File: src/rtl/rf_wport_arbiter_pkg.sv
// rf_wport_arbiter_pkg: write-bus layout and arbiter state encodings shared by the
// RF write-port arbiter and its LU result buffer.
package rf_wport_arbiter_pkg;

    localparam int WB_BUS_W   = 38;
    localparam int WB_WE      = 37;
    localparam int WB_ADDR_HI = 36;
    localparam int WB_ADDR_LO = 32;
    localparam int WB_DATA_HI = 31;
    localparam int LU_BUS_W   = 5 + 32 + 32;

    typedef enum logic [1:0] {
        ARB_IDLE  = 2'd0,
        ARB_PEND  = 2'd1,
        ARB_FORCE = 2'd2
    } arb_state_e;

endpackage

File: src/rtl/rf_wport_arbiter_buf.sv
// rf_wport_arbiter_buf: one-entry {dest,data,pc} holding register for a parked LU result.
// Load wins over clear so a drain and a refill can share the same edge.
module rf_wport_arbiter_buf (
    input  logic        clk,
    input  logic        resetn,
    input  logic        load,
    input  logic        clear,
    input  logic [4:0]  load_dest,
    input  logic [31:0] load_data,
    input  logic [31:0] load_pc,
    output logic        valid,
    output logic [4:0]  dest,
    output logic [31:0] data,
    output logic [31:0] pc
);

    always_ff @(posedge clk or negedge resetn) begin
        if (!resetn) begin
            valid <= 1'b0;
            dest  <= '0;
            data  <= '0;
            pc    <= '0;
        end else if (load) begin
            valid <= 1'b1;
            dest  <= load_dest;
            data  <= load_data;
            pc    <= load_pc;
        end else if (clear) begin
            valid <= 1'b0;
        end
    end

endmodule

File: src/rtl/rf_wport_arbiter.sv
// rf_wport_arbiter: shares the register-file write port between WB (priority) and a buffered LU result.
// Define RF_ARB_ANTISTARVE_EN to add the FORCE state that holds WB for one cycle to drain a starved buffer.
module rf_wport_arbiter
    import rf_wport_arbiter_pkg::*;
#(
    parameter int STARVE_LIMIT = 8,
    parameter int CNT_W        = 4
) (
    input  logic                clk,
    input  logic                resetn,
    input  logic [WB_BUS_W-1:0] ws_wb_bus,
    input  logic [31:0]         ws_pc,
    output logic                ws_hold,
    input  logic                lu_valid,
    output logic                lu_ready,
    input  logic [4:0]          lu_dest,
    input  logic [31:0]         lu_data,
    input  logic [31:0]         lu_pc,
    output logic [WB_BUS_W-1:0] rf_wb_bus,
    output logic [4:0]          lu_pend_dest,
    output logic [31:0]         debug_wb_pc,
    output logic [3:0]          debug_wb_rf_we,
    output logic [4:0]          debug_wb_rf_wnum,
    output logic [31:0]         debug_wb_rf_wdata
);

    if (STARVE_LIMIT < 1 || STARVE_LIMIT > 15 || (1 << CNT_W) <= STARVE_LIMIT) begin : g_bad_cfg
        $error("rf_wport_arbiter: STARVE_LIMIT must be 1..15 and below 2**CNT_W");
    end

    arb_state_e  state, state_nxt;
    logic        ws_we, ws_fire, buf_grant, buf_load, buf_clear, buf_valid_nxt, rf_we;
    logic [4:0]  ws_addr, w_addr;
    logic [31:0] ws_data, w_data, w_pc;
    logic        buf_valid;
    logic [4:0]  buf_dest;
    logic [31:0] buf_data, buf_pc;

    assign ws_we   = ws_wb_bus[WB_WE];
    assign ws_addr = ws_wb_bus[WB_ADDR_HI:WB_ADDR_LO];
    assign ws_data = ws_wb_bus[WB_DATA_HI:0];

    assign buf_grant = buf_valid & (~ws_we | state == ARB_FORCE);
    assign ws_fire   = ws_we & ~buf_grant;
    assign lu_ready  = ~buf_valid | buf_grant;
    // r0 results complete the handshake but never occupy the buffer
    assign buf_load  = lu_valid & lu_ready & (lu_dest != 5'd0);
    // A younger WB write to the same register makes the parked result dead
    assign buf_clear = buf_grant | (ws_fire & buf_valid & ws_addr == buf_dest);
    assign buf_valid_nxt = buf_load | (buf_valid & ~buf_clear);

    rf_wport_arbiter_buf u_buf (
        .clk       (clk),
        .resetn    (resetn),
        .load      (buf_load),
        .clear     (buf_clear),
        .load_dest (lu_dest),
        .load_data (lu_data),
        .load_pc   (lu_pc),
        .valid     (buf_valid),
        .dest      (buf_dest),
        .data      (buf_data),
        .pc        (buf_pc)
    );

    assign w_addr = buf_grant ? buf_dest : ws_addr;
    assign w_data = buf_grant ? buf_data : ws_data;
    assign w_pc   = buf_grant ? buf_pc   : ws_pc;
    assign rf_we  = (buf_grant | ws_fire) & (w_addr != 5'd0);

    assign rf_wb_bus         = {rf_we, rf_we ? w_addr : 5'd0, rf_we ? w_data : 32'd0};
    assign lu_pend_dest      = buf_valid ? buf_dest : 5'd0;
    assign debug_wb_pc       = rf_we ? w_pc : 32'd0;
    assign debug_wb_rf_we    = {4{rf_we}};
    assign debug_wb_rf_wnum  = rf_we ? w_addr : 5'd0;
    assign debug_wb_rf_wdata = rf_we ? w_data : 32'd0;

    always_ff @(posedge clk or negedge resetn) begin
        if (!resetn) state <= ARB_IDLE;
        else         state <= state_nxt;
    end

`ifdef RF_ARB_ANTISTARVE_EN
    logic [CNT_W-1:0] wait_cnt;

    always_ff @(posedge clk or negedge resetn) begin
        if (!resetn) wait_cnt <= '0;
        else         wait_cnt <= (state == ARB_PEND && !buf_clear) ? wait_cnt + 1'b1 : '0;
    end

    always_comb begin
        state_nxt = ARB_IDLE;
        if (buf_valid_nxt)
            state_nxt = (state == ARB_PEND && !buf_grant && wait_cnt == CNT_W'(STARVE_LIMIT - 1))
                        ? ARB_FORCE : ARB_PEND;
    end

    assign ws_hold = (state == ARB_FORCE);
`else
    always_comb begin
        state_nxt = ARB_IDLE;
        if (buf_valid_nxt) state_nxt = ARB_PEND;
    end

    assign ws_hold = 1'b0;
`endif

endmodule

File: config.mk
export PLATFORM = sky130hd
export DESIGN_NAME = rf_wport_arbiter
export DESIGN_NICKNAME = d
export VERILOG_FILES = /design/src/rtl/rf_wport_arbiter_pkg.sv /design/src/rtl/rf_wport_arbiter_buf.sv /design/src/rtl/rf_wport_arbiter.sv
export SDC_FILE = /design/constraint.sdc
export NUM_CORES = 1
export LEC_CHECK = 0
export ABC_AREA = 1
export CAP_MARGIN = 20
export CORE_AREA = 8 8 120 122
export DETAILED_ROUTE_END_ITERATION = 10
export DIE_AREA = 0 0 128 130
export PLACE_DENSITY_LB_ADDON = 0.25
export SLEW_MARGIN = 20
export SYNTH_ARGS = -nofsm -noshare
export SYNTH_HDL_FRONTEND = slang
export SYNTH_SLANG_ARGS = --single-unit
File: constraint.sdc
create_clock -name clk -period 1.9 [get_ports clk]
set_clock_uncertainty 0.2 [all_clocks]
set_input_delay 0.19 -clock clk [delete_from_list [all_inputs] [get_ports clk]]
set_output_delay 0.19 -clock clk [all_outputs]
set_load 0.05 [all_outputs]
==> reports/metrics.cfg <==
[synth]
syn_area_per_cell_um2 = 8.32
synth.distinct_cells = 22
netlist_area_um2 = 5000
synth_compound_area_frac = 0.0681
synth_top_area_frac = 0.350
syn_nets = 743
synthAdderAreaFrac = 0
synth_xor_area_frac = 0.00876
synth-seq-area-share = 0.350
yosysWarningCount = 0
synthSimpleGateAreaFrac = 0.144
synthTopCellsByArea = dfrtp_1 (35%), mux2_4 (18%), inv_1 (9.4%), buf_4 (7.7%), o21ai_0 (6.8%)
synth.ff_latch_count = 70
synth_top_family_by_area = buffers and inverters
synth_mux_area_frac = 0.189
yosysTopAreaCell = dfrtp_1
syn_inst = 601

[clocking]
clk_path_buf_depth = 2
tritoncts = built
root_buffer = clkbuf_16
clk_pin_slew_ns = 0.06
numCtsBuffers = 9
cts-htree-levels = 3
clock_latency_ns = 0.32
cts.sink_count = 70

[grt]
track_usage = 0.214
antenna_found_initial = 0
grt_max_degree = 63
grt_pass1_vias = 5216
grt-ovfl-total = 0
grt_pass1_wl_mm = 27.7

[detailed_routing]
via_count = 4708
firstDrtPassIters = 4
via_per_inst = 4.56
avgRoutedWirePerCell_um = 17.5
wl_mm = 18.1
ant_nets = 0
dr.first_iter.drc_count = 235
drcViolationCount = 0

[sta]
hold_slack_ns = 0.135
max_freq_mhz = 424
setup_viol = 111
min_period_ns = 2.36
min_period_over_period = 1.24
setup_slack_ns = -0.457
hold_violations = 0
rsz0062_at_grt = yes
finalMaxSlewViolations = 0

[setup_path]
critPathMaxStageDelay_ns = 0.42
endpoint = rf_wb_bus[13]
crit_start = u_buf.valid
worstReg2RegEnd = u_buf.data[28]
critPathKind = reg2out
reg2reg_slack_ns = 0.33
critPathMaxFanout = 8
worstRegToRegCells = 6
reg2reg_from = u_buf.valid
critPathRequiredTime_ns = 1.51
endpoint_kind = output port
crit_chain = buf_6 -> nand3_2 -> nand2_2 -> nor2_4 -> nand3_4 -> buf_6 -> nand2_8 -> buf_12 -> nor2_4 -> buf_12
crit_arrival_ns = 1.97
start_kind = register
cp_slowest_cell = dfrtp_1

[cells_and_area]
area_delta_synth_final_pct = 99.0
regArea_um2 = 1750
layout.nets = 997
multi_input_area_um2 = 2610
fillers = 763
diodes = 0
instances_no_fill = 1032
drive_above_1_share = 0.405

[run]
maxCapViolations = 0

[die]
die_h_um = 130
core_um2 = 12400
dieWidth_um = 128
initial_core_util = 0.403
dieArea_um2 = 16600
rows = 41
ioPinCount = 260

[outcome]
status = finished with violations
violations = setup timing

[placement]
dp.cells = 990
routabilityCongestion = 0.835
post-dp-hpwl_mm = 13.9
numPortBuffers = 258

[hold_path]
hold_path.class = in2async

[power]
power.total_mw = 8.92
power_density_nw_per_um2 = 897
power_leakage_nw = 4.84
ir_drop_v = 0.000511

-- state kept, by name, indices dropped and copies added (netlist names) --
| signal | flops |
|---|---|
| u_buf.dest | 5 |
| u_buf.pc | 32 |
| u_buf.data | 32 |
| u_buf.valid | 1 |
-- critical path: cells and delay by family, from the launching register on --
kind	cells	cell delay, ns
flip-flops	1	0.42
AND/OR/NAND/NOR	6	0.60
buffers and inverters	4	0.62
-- cell usage after synthesis, drive strengths merged --
master / count
nor3: 1
nand2: 90
xnor2: 1
dfrtp: 70
inv: 126
mux2: 64
conb: 1
nand3: 10
nor2: 73
or2: 1
o21ai: 68
clkinv: 19
xor2: 4
buf: 73
-- cells by family after synthesis --
kind of cell,count (synthesis)
buffers and inverters,218
muxes,64
xor gates and xnor gates,5
DFF,70
and+or+nand+nor,175
AOI/OAI and AO/OA,68
other,1
-- worst min-delay path by stage --
stage,from,end,slack [ns],depth (start not counted)
global placement,resetn,u_buf.pc[10],-0.04,1
detailed placement,resetn,u_buf.pc[10],-0.05,1
floorplan,resetn,u_buf.data[0],-0.31,0
finish,resetn,u_buf.pc[10],0.14,2
global route,resetn,u_buf.pc[10],0.17,2
CTS,resetn,u_buf.pc[10],0.14,2
-- power breakdown --
part / internal, mW / switching [mW] / leakage (nW)
logic: 2.53 / 2.69 / 3.82
clock network: 1.22 / 0.617 / 0.162
registers: 1.72 / 0.147 / 0.859
total: 5.47 / 3.46 / 4.84
-- per-layer routing --
metal  GRT usage  vias up  part of all wire
li1            -     2258                 -
met1       0.209     2224              0.35
met2       0.413      189              0.55
met3      0.0718       37             0.076
met4      0.0706        0             0.030
met5           0        -                 0
-- per-stage QoR --
step           worst slack [ns]  TNS, ns  cell area (µm²)  utilization
3_5_place_dp             -0.501   -47.64             9030        0.728
6_report                 -0.457   -45.53             9950        0.801
3_3_place_gp             -0.368   -36.58             9030        0.728
4_1_cts                  -0.447   -40.80             9850        0.793
5_1_grt                  -0.531   -53.37             9950        0.801
2_1_floorplan            -0.222    -5.94             5450            -
-- layout make-up --
type	instances	area share
Clock buffer	11	0.0254
Inverter	145	0.0561
Multi-Input combinational cell	314	0.262
Timing Repair Buffer	315	0.451
Tap cell	172	0.0216
Clock inverter	5	0.00818
Sequential cell	70	0.176
-- layout by cell type (no fill, tap or decap), drive strengths merged --
cell type and count:
dfrtp 70, mux2 64, inv 126, dlygate4sd3 1
nand3 10, o21ai 68, clkinv 21, clkdlybuf4s50 139
conb 1, nand2 91, xor2 4, buf 170
dlygate4sd2 1, bufinv 2, or2 1, xnor2 1
nor2 73, clkinvlp 1, nor3 1, clkbuf 15
-- timing repair --
action,4_1_cts,5_1_grt
gates cloned,4,4
endpoints found under the hold margin,70,0
pin swaps,46,15
endpoints found under the setup margin,111,112
hold buffers,1,0
buffers inserted,19,7
resized for setup,54,21
Note: power is estimated with default switching activity, not from simulation.
